`src/rtl/mul_issue_ctrl.sv`:
```
`default_nettype none
// ============================================================================
//  Module   : mul_issue_ctrl
//  Purpose  : Request sequencer for a combinational 64x64 integer multiplier
//             (MUL/MULH/MULHSU/MULHU). It holds the operands across a
//             multicycle path, returns the selected product half with the
//             request tag, and caches the most recent full product so that a
//             MULH* followed by a MUL on the same operands skips the
//             multiplier.
//  Revision : 1.0  initial release
// ============================================================================
module mul_issue_ctrl #(
  parameter int LATENCY = 2,
  parameter int TAG_W   = 4
) (
  input  logic             clk,
  input  logic             rst,
  input  logic             req_valid,
  output logic             req_ready,
  input  logic [1:0]       req_op,
  input  logic [63:0]      req_a,
  input  logic [63:0]      req_b,
  input  logic [TAG_W-1:0] req_tag,
  input  logic             flush,
  output logic [1:0]       mul_mode,
  output logic [63:0]      mul_a,
  output logic [63:0]      mul_b,
  input  logic [63:0]      mul_h,
  input  logic [63:0]      mul_l,
  output logic             resp_valid,
  input  logic             resp_ready,
  output logic [63:0]      resp_data,
  output logic [TAG_W-1:0] resp_tag,
  output logic             busy
);

  localparam logic [1:0] C_OP_MUL    = 2'b00;
  localparam logic [1:0] C_OP_MULH   = 2'b01;
  localparam logic [1:0] C_OP_MULHSU = 2'b10;
  localparam int         C_CNT_W     = (LATENCY > 1) ? $clog2(LATENCY) : 1;

  typedef enum logic [1:0] {
    S_IDLE = 2'd0,
    S_CALC = 2'd1,
    S_RESP = 2'd2
  } state_t;

  // Signedness selection for each opcode: bit0 = a signed, bit1 = b signed.
  function automatic logic [1:0] op_mode(input logic [1:0] op);
    case (op)
      C_OP_MUL:    op_mode = 2'b11;
      C_OP_MULH:   op_mode = 2'b11;
      C_OP_MULHSU: op_mode = 2'b01;
      default:     op_mode = 2'b00;
    endcase
  endfunction

  state_t             r_state;
  logic [C_CNT_W-1:0] r_cnt;
  logic [63:0]        r_mul_a;
  logic [63:0]        r_mul_b;
  logic [1:0]         r_mul_mode;
  logic               r_sel_l;
  logic               r_resp_valid;
  logic [63:0]        r_resp_data;
  logic [TAG_W-1:0]   r_resp_tag;
  logic               r_cache_v;
  logic [63:0]        r_ca;
  logic [63:0]        r_cb;
  logic [1:0]         r_cmode;
  logic [63:0]        r_ch;
  logic [63:0]        r_cl;

  logic [1:0]         w_req_mode;
  logic               w_req_is_mul;
  logic               w_hit;
  logic               w_req_ready;
  logic               w_accept;

  // Request decode, cache lookup and accept handshake.
  // A MUL only needs the low product, which is the same under every
  // signedness, so it hits regardless of the cached mode.
  always_comb begin
    w_req_mode   = op_mode(req_op);
    w_req_is_mul = (req_op == C_OP_MUL);
    w_hit        = r_cache_v && (req_a == r_ca) && (req_b == r_cb) &&
                   (w_req_is_mul || (w_req_mode == r_cmode));
    w_req_ready  = !flush && ((r_state == S_IDLE) ||
                              ((r_state == S_RESP) && resp_ready));
    w_accept     = req_valid && w_req_ready;
  end

  // Sequencer: accept, multicycle wait, response hold; flush overrides all.
  always_ff @(posedge clk or posedge rst) begin
    if (rst) begin
      r_state      <= S_IDLE;
      r_cnt        <= '0;
      r_mul_a      <= '0;
      r_mul_b      <= '0;
      r_mul_mode   <= '0;
      r_sel_l      <= 1'b0;
      r_resp_valid <= 1'b0;
      r_resp_data  <= '0;
      r_resp_tag   <= '0;
      r_cache_v    <= 1'b0;
      r_ca         <= '0;
      r_cb         <= '0;
      r_cmode      <= '0;
      r_ch         <= '0;
      r_cl         <= '0;
    end else if (flush) begin
      // Drop whatever is in flight; the cache keeps its last completed entry.
      r_state      <= S_IDLE;
      r_resp_valid <= 1'b0;
    end else if (w_accept) begin
      r_resp_tag <= req_tag;
      r_sel_l    <= w_req_is_mul;
      if (w_hit) begin
        r_resp_data  <= w_req_is_mul ? r_cl : r_ch;
        r_resp_valid <= 1'b1;
        r_state      <= S_RESP;
      end else begin
        r_mul_a      <= req_a;
        r_mul_b      <= req_b;
        r_mul_mode   <= w_req_mode;
        r_cnt        <= C_CNT_W'(LATENCY - 1);
        r_resp_valid <= 1'b0;
        r_state      <= S_CALC;
      end
    end else begin
      case (r_state)
        S_CALC: begin
          if (r_cnt == '0) begin
            r_resp_data  <= r_sel_l ? mul_l : mul_h;
            r_resp_valid <= 1'b1;
            r_state      <= S_RESP;
            r_cache_v    <= 1'b1;
            r_ca         <= r_mul_a;
            r_cb         <= r_mul_b;
            r_cmode      <= r_mul_mode;
            r_ch         <= mul_h;
            r_cl         <= mul_l;
          end else begin
            r_cnt <= r_cnt - C_CNT_W'(1);
          end
        end
        S_RESP: begin
          if (resp_ready) begin
            r_resp_valid <= 1'b0;
            r_state      <= S_IDLE;
          end
        end
        default: r_state <= S_IDLE;
      endcase
    end
  end

  assign req_ready  = w_req_ready;
  assign mul_a      = r_mul_a;
  assign mul_b      = r_mul_b;
  assign mul_mode   = r_mul_mode;
  assign resp_valid = r_resp_valid;
  assign resp_data  = r_resp_data;
  assign resp_tag   = r_resp_tag;
  assign busy       = (r_state != S_IDLE);

endmodule
`default_nettype wire

```
`config.mk`:
```
export PLATFORM = sky130hd
export DESIGN_NAME = mul_issue_ctrl
export DESIGN_NICKNAME = d
export VERILOG_FILES = /design/src/rtl/mul_issue_ctrl.sv
export SDC_FILE = /design/constraint.sdc
export NUM_CORES = 1
export LEC_CHECK = 0
export BUFFER_PORTS_ARGS = -buffer_cell sky130_fd_sc_hd__buf_2
export CELL_PAD_IN_SITES_DETAIL_PLACEMENT = 1
export CELL_PAD_IN_SITES_GLOBAL_PLACEMENT = 1
export CORE_UTILIZATION = 43
export CTS_BUF_LIST = sky130_fd_sc_hd__clkbuf_8
export CTS_CLUSTER_DIAMETER = 50
export DETAILED_ROUTE_END_ITERATION = 8
export PLACE_DENSITY = 0.81
export SKIP_LAST_GASP = 1
export SLEW_MARGIN = 30
export SYNTH_ARGS = -nofsm -noshare
export SYNTH_HDL_FRONTEND = slang
export SYNTH_SLANG_ARGS = --single-unit
```
`constraint.sdc`:
```
create_clock -name clk -period 20.6 [get_ports clk]
set_clock_uncertainty 0.15 [all_clocks]
set_input_delay 4.12 -clock clk [delete_from_list [all_inputs] [get_ports clk]]
set_output_delay 4.12 -clock clk [all_outputs]
set_load 0.01 [all_outputs]
```
Yosys cells after proc, flatten, opt, wreduce, memory -nomap -nowiden
Cells that the tools add are included.
- register bits after elaboration: 462
- input bits: 267
- equal/unequal tests: 12
- bitwise gates (word level): 4
- $add $sub $neg: 1
- muxes and demuxes: 23
- reductions and logical operators: 22
- operators by type and width (cell ; count):
    two-way mux 64 bit ; 6
    == test 64 bit ; 2
    two-way mux 2 bit ; 5
    two-way mux 1 bit ; 9
    AND reduction 3 bit ; 3
    inequality test 4 bit (second input constant) ; 2
    one-hot mux 2 bit (2 select lines) ; 2
    AND reduction 4 bit ; 2
    logical AND 1 bit ; 6
    == test 2 x 1 -> 1 bit (second input constant) ; 2
    == test 2 bit (second input constant) ; 2
    zero test 2 bit ; 2
    inequality test 2 bit (second input constant) ; 2
    NOT 1 bit ; 4
    AND reduction 2 bit ; 2
    nonzero test 2 bit ; 2
    nonzero test 4 bit ; 1
    == test 2 bit ; 1
    logical OR 1 bit ; 2
    inequality test 2 x 1 -> 1 bit (second input constant) ; 1
    one-hot mux 1 bit (2 select lines) ; 1
    OR reduction 2 bit ; 1
    zero test 1 bit ; 1
    subtractor 1 bit (second input constant) ; 1

Depth between registers and ports, before layout
- depth after elaboration: 9
- mapped depth: 12

Worst setup path before layout
OpenSTA, ideal clock, no wires.
- path type: input to output
- start: input resp_ready
- end: output req_ready
- data arrival time: 4378 ps
- stages on the path: 2
- path buffers: 0
- slack: 11952 ps
- path through: a21oi_1 > nor2_1
- longest elaborated chain between the ends: 3
- ends and longest elaborated chain (element ; RTL line ; text):
    start, declared ; 31 ; input logic resp_ready,
    logical AND 1 bit ; 89 ; ((r_state == S_RESP) && resp_ready));
    logical OR 1 bit ; 88 ; w_req_ready = !flush && ((r_state == S_IDLE) ||
    logical AND 1 bit ; 88 ;
    end, declared ; 19 ; output logic req_ready,
Every way passes these cells.

Final worst setup path
- start: input flush
- end: output req_ready
- longest elaborated chain between the ends: 2
- ends and longest elaborated chain (element ; RTL line ; text):
    start, declared ; 24 ; input logic flush,
    zero test 1 bit ; 88 ;
    logical AND 1 bit ; 88 ;
Every way passes these cells.

==> results.json <==
{
  "final_cell_mix": "nand2_1, buf_2, dfrtp_1",
  "cp-end-kind": "primary output",
  "synth_nets": 2283,
  "dpl_cell_area_sq_um": 23500,
  "grt_util_met3_pct": 7.25,
  "start_util_pct": 43.4,
  "fin_nets": 2737,
  "yosysUniqueCellTypes": 41,
  "avgSynthCellArea_sq_um": 10.3,
  "synth_cells": 2012,
  "clkSlewWorstSetupHoldPaths_ns": 0.06,
  "max_cap_viol_count": 0,
  "fmax_mhz": 113,
  "crit_required_ns": 16.33,
  "fin_crit_ns": 8.88,
  "yosysSeqAreaShare_pct": 55.9,
  "tns_ns": 0,
  "finalPower_mw": 3.05,
  "syn_to_final_growth_pct": 21.4,
  "p_sw_mw": 1.05,
  "grt_pass1_wl_um": 106000,
  "final_area_sq_um": 25100,
  "numCtsBuffers": 81,
  "wl_um": 68400,
  "power.density_nw_per_um2": 121,
  "cts_hold_buf": 0,
  "finalCritPeriodShare_pct": 43.1,
  "die_area_sq_um": 49000,
  "status": "finished, final reports clean",
  "comb_power_share_pct": 26.1,
  "drive_gt1_share_pct": 26.7,
  "syn-cell-area_sq_um": 20700,
  "setup_viol": 0,
  "hold_class": "flop to flop",
  "hpwl_um": 46700,
  "core_area_sq_um": 47600,
  "viasPerCell": 5.40,
  "holdWs_ns": 0.318,
  "relSlewSlack_pct": 33.7,
  "busiest_layer": "met2",
  "antenna_found_initial": 30,
  "setup.worst_path.start_class": "input pin",
  "ctsLongestPathBuffers": 3,
  "p_int_mw": 2.00,
  "ctsRootBufferMaster": "clkbuf_8",
  "critPathArrivalTime_ns": 4.61,
  "synthArstFlopShare_pct": 100,
  "first_iter_violations": 930,
  "switching_share_pct": 34.5,
  "cts.repair.resized": 0,
  "io_buffers": 467,
  "drc": 0,
  "grt_pass1_vias": 18200,
  "finalHoldViolations": 0,
  "synth_edf_count": 0,
  "vias": 17000,
  "ant_nets": 0,
  "ir_drop_v": 0.0000590,
  "drv_slew": 0,
  "place.gp.congestion": 0.890,
  "yosysWarnings": 0,
  "synthFlopType": "dfrtp_1",
  "cts_tree": "done",
  "layout_commonest_cell": "nand2_1",
  "wl_per_cell_um": 21.7,
  "clkPwrFrac_pct": 26.7,
  "grt-ovfl-total": 0,
  "met2_usage_pct": 45.6,
  "track_usage_pct": 28.0,
  "instances_no_fill": 3150,
  "synth-seq-cells": 462,
  "die_y_um": 221,
  "die_w_um": 221,
  "io_pins": 468,
  "postCtsSetupBuffers": 0,
  "critPathKind": "input pin to primary output",
  "leakagePower_nw": 13.1,
  "grt_max_degree": 216,
  "met1_usage_pct": 34.9,
  "htree_levels": 3,
  "clock_latency_ns": 0.67,
  "grt_setup_unrepaired": "false",
  "std_cell_rows": 80,
  "numClockSinks": 462,
  "place_inst": 2996,
  "path_max_fanout": 5,
  "max_slew.worst_pin.slew_ns": 0.994,
  "drtPass1Iterations": 5,
  "power_frac_seq_pct": 47.2
}
[power by group through the flow]
| stage | Sequential (mW) | Clock, mW | Combinational (mW) |
|---|---|---|---|
| after global placement | 1.42 | 0 | 0.757 |
| after detailed placement | 1.45 | 0 | 0.794 |
| after global routing | 1.48 | 0.864 | 0.880 |
| after floorplan | 1.45 | 0 | 0.429 |
| final | 1.44 | 0.814 | 0.797 |
| after CTS | 1.44 | 0.829 | 0.803 |
[critical path: stages]
cell    delay [ns]
buf_2         0.13
nor2_1        0.19
buf_2         0.17
[cell families (layout without fill, tap and decap cells)]
group,count (synthesis),after routing,share of synthesized area (%)
AND/OR/NAND/NOR,883,883,17.4
buffers and inverters,147,651,3.00
AO/OA/AOI/OAI,184,184,7.13
other,0,19,0
flip-flops,462,462,55.9
multiplexers,260,260,13.4
XOR/XNOR,72,72,3.05
adder cells (fa/ha/maj),4,4,0.242
[worst paths after layout]
check,start,end,slack [ns],cells after the start
min in group asynchronous,rst,r_cl[15],3.50,2
setup reg to reg,r_state[0],r_ca[30],15.77,12
hold reg to reg,r_cache_v,r_cache_v,0.32,1
max in group asynchronous,rst,mul_a[17],14.60,5
setup / recovery,flush,req_ready,11.72,3
hold / removal,r_cache_v,r_cache_v,0.32,1
[area by class of cell]
type                    count  area [sq um]
fillers                  5464         22500
flip-flops and latches    462         11600
repair buffers            486          2560
clock inverters            35           165
multi-input cells        1403          8540
inverters                  32           128
diodes                     19          47.5
clock buffers              98          1350
well taps                 615           769
[through the flow]
stage               setup WS, ns  utilization (%)
floorplan                   3.45                -
global placement           11.71             49.3
detailed placement         11.72             49.3
CTS                        11.72             52.5
global route               11.65             52.7
finish                     11.72             52.7
[synthesized netlist by cell type (all sizes together) (2+ instances only)]
cell type	n	area [sq um]
nor3	2	10.0
mux2i	129	1290
a2111oi	10	87.6
ha	4	50.1
a21oi	2	10.0
dfrtp	462	11600
buf	16	129
inv	32	120
nand4	15	93.8
clkbuf	99	372
a2111o	3	33.8
nand2b	32	200
o22ai	5	31.3
a21o	65	488
o21ai	16	80.1
xor2	42	368
nor4	14	87.6
o32ai	64	561
o2111a	5	56.3
mux2	131	1480
nor2b	39	244
xnor2	30	263
and2	2	12.5
a221oi	4	35.0
nand2	767	2880
nor2	6	22.5
o2111ai	6	52.6
[sequential cells by signal, indices dropped and copies added (netlist names)]
signal      count
mul_b          64
r_cmode         2
mul_mode        2
r_sel_l         1
r_cnt           1
resp_tag        4
r_cache_v       1
r_ca           64
resp_data      64
r_state         2
r_cl           64
mul_a          64
r_ch           64
resp_valid      1
r_cb           64
[routing by layer]
| metal | share of wire (%) | up-vias |
|---|---|---|
| li1 | - | 7635 |
| met1 | 41 | 8657 |
| met2 | 49 | 523 |
| met3 | 6.2 | 160 |
| met4 | 3.9 | 20 |
| met5 | 0.17 | - |
Note: power is estimated with default switching activity, not from simulation.
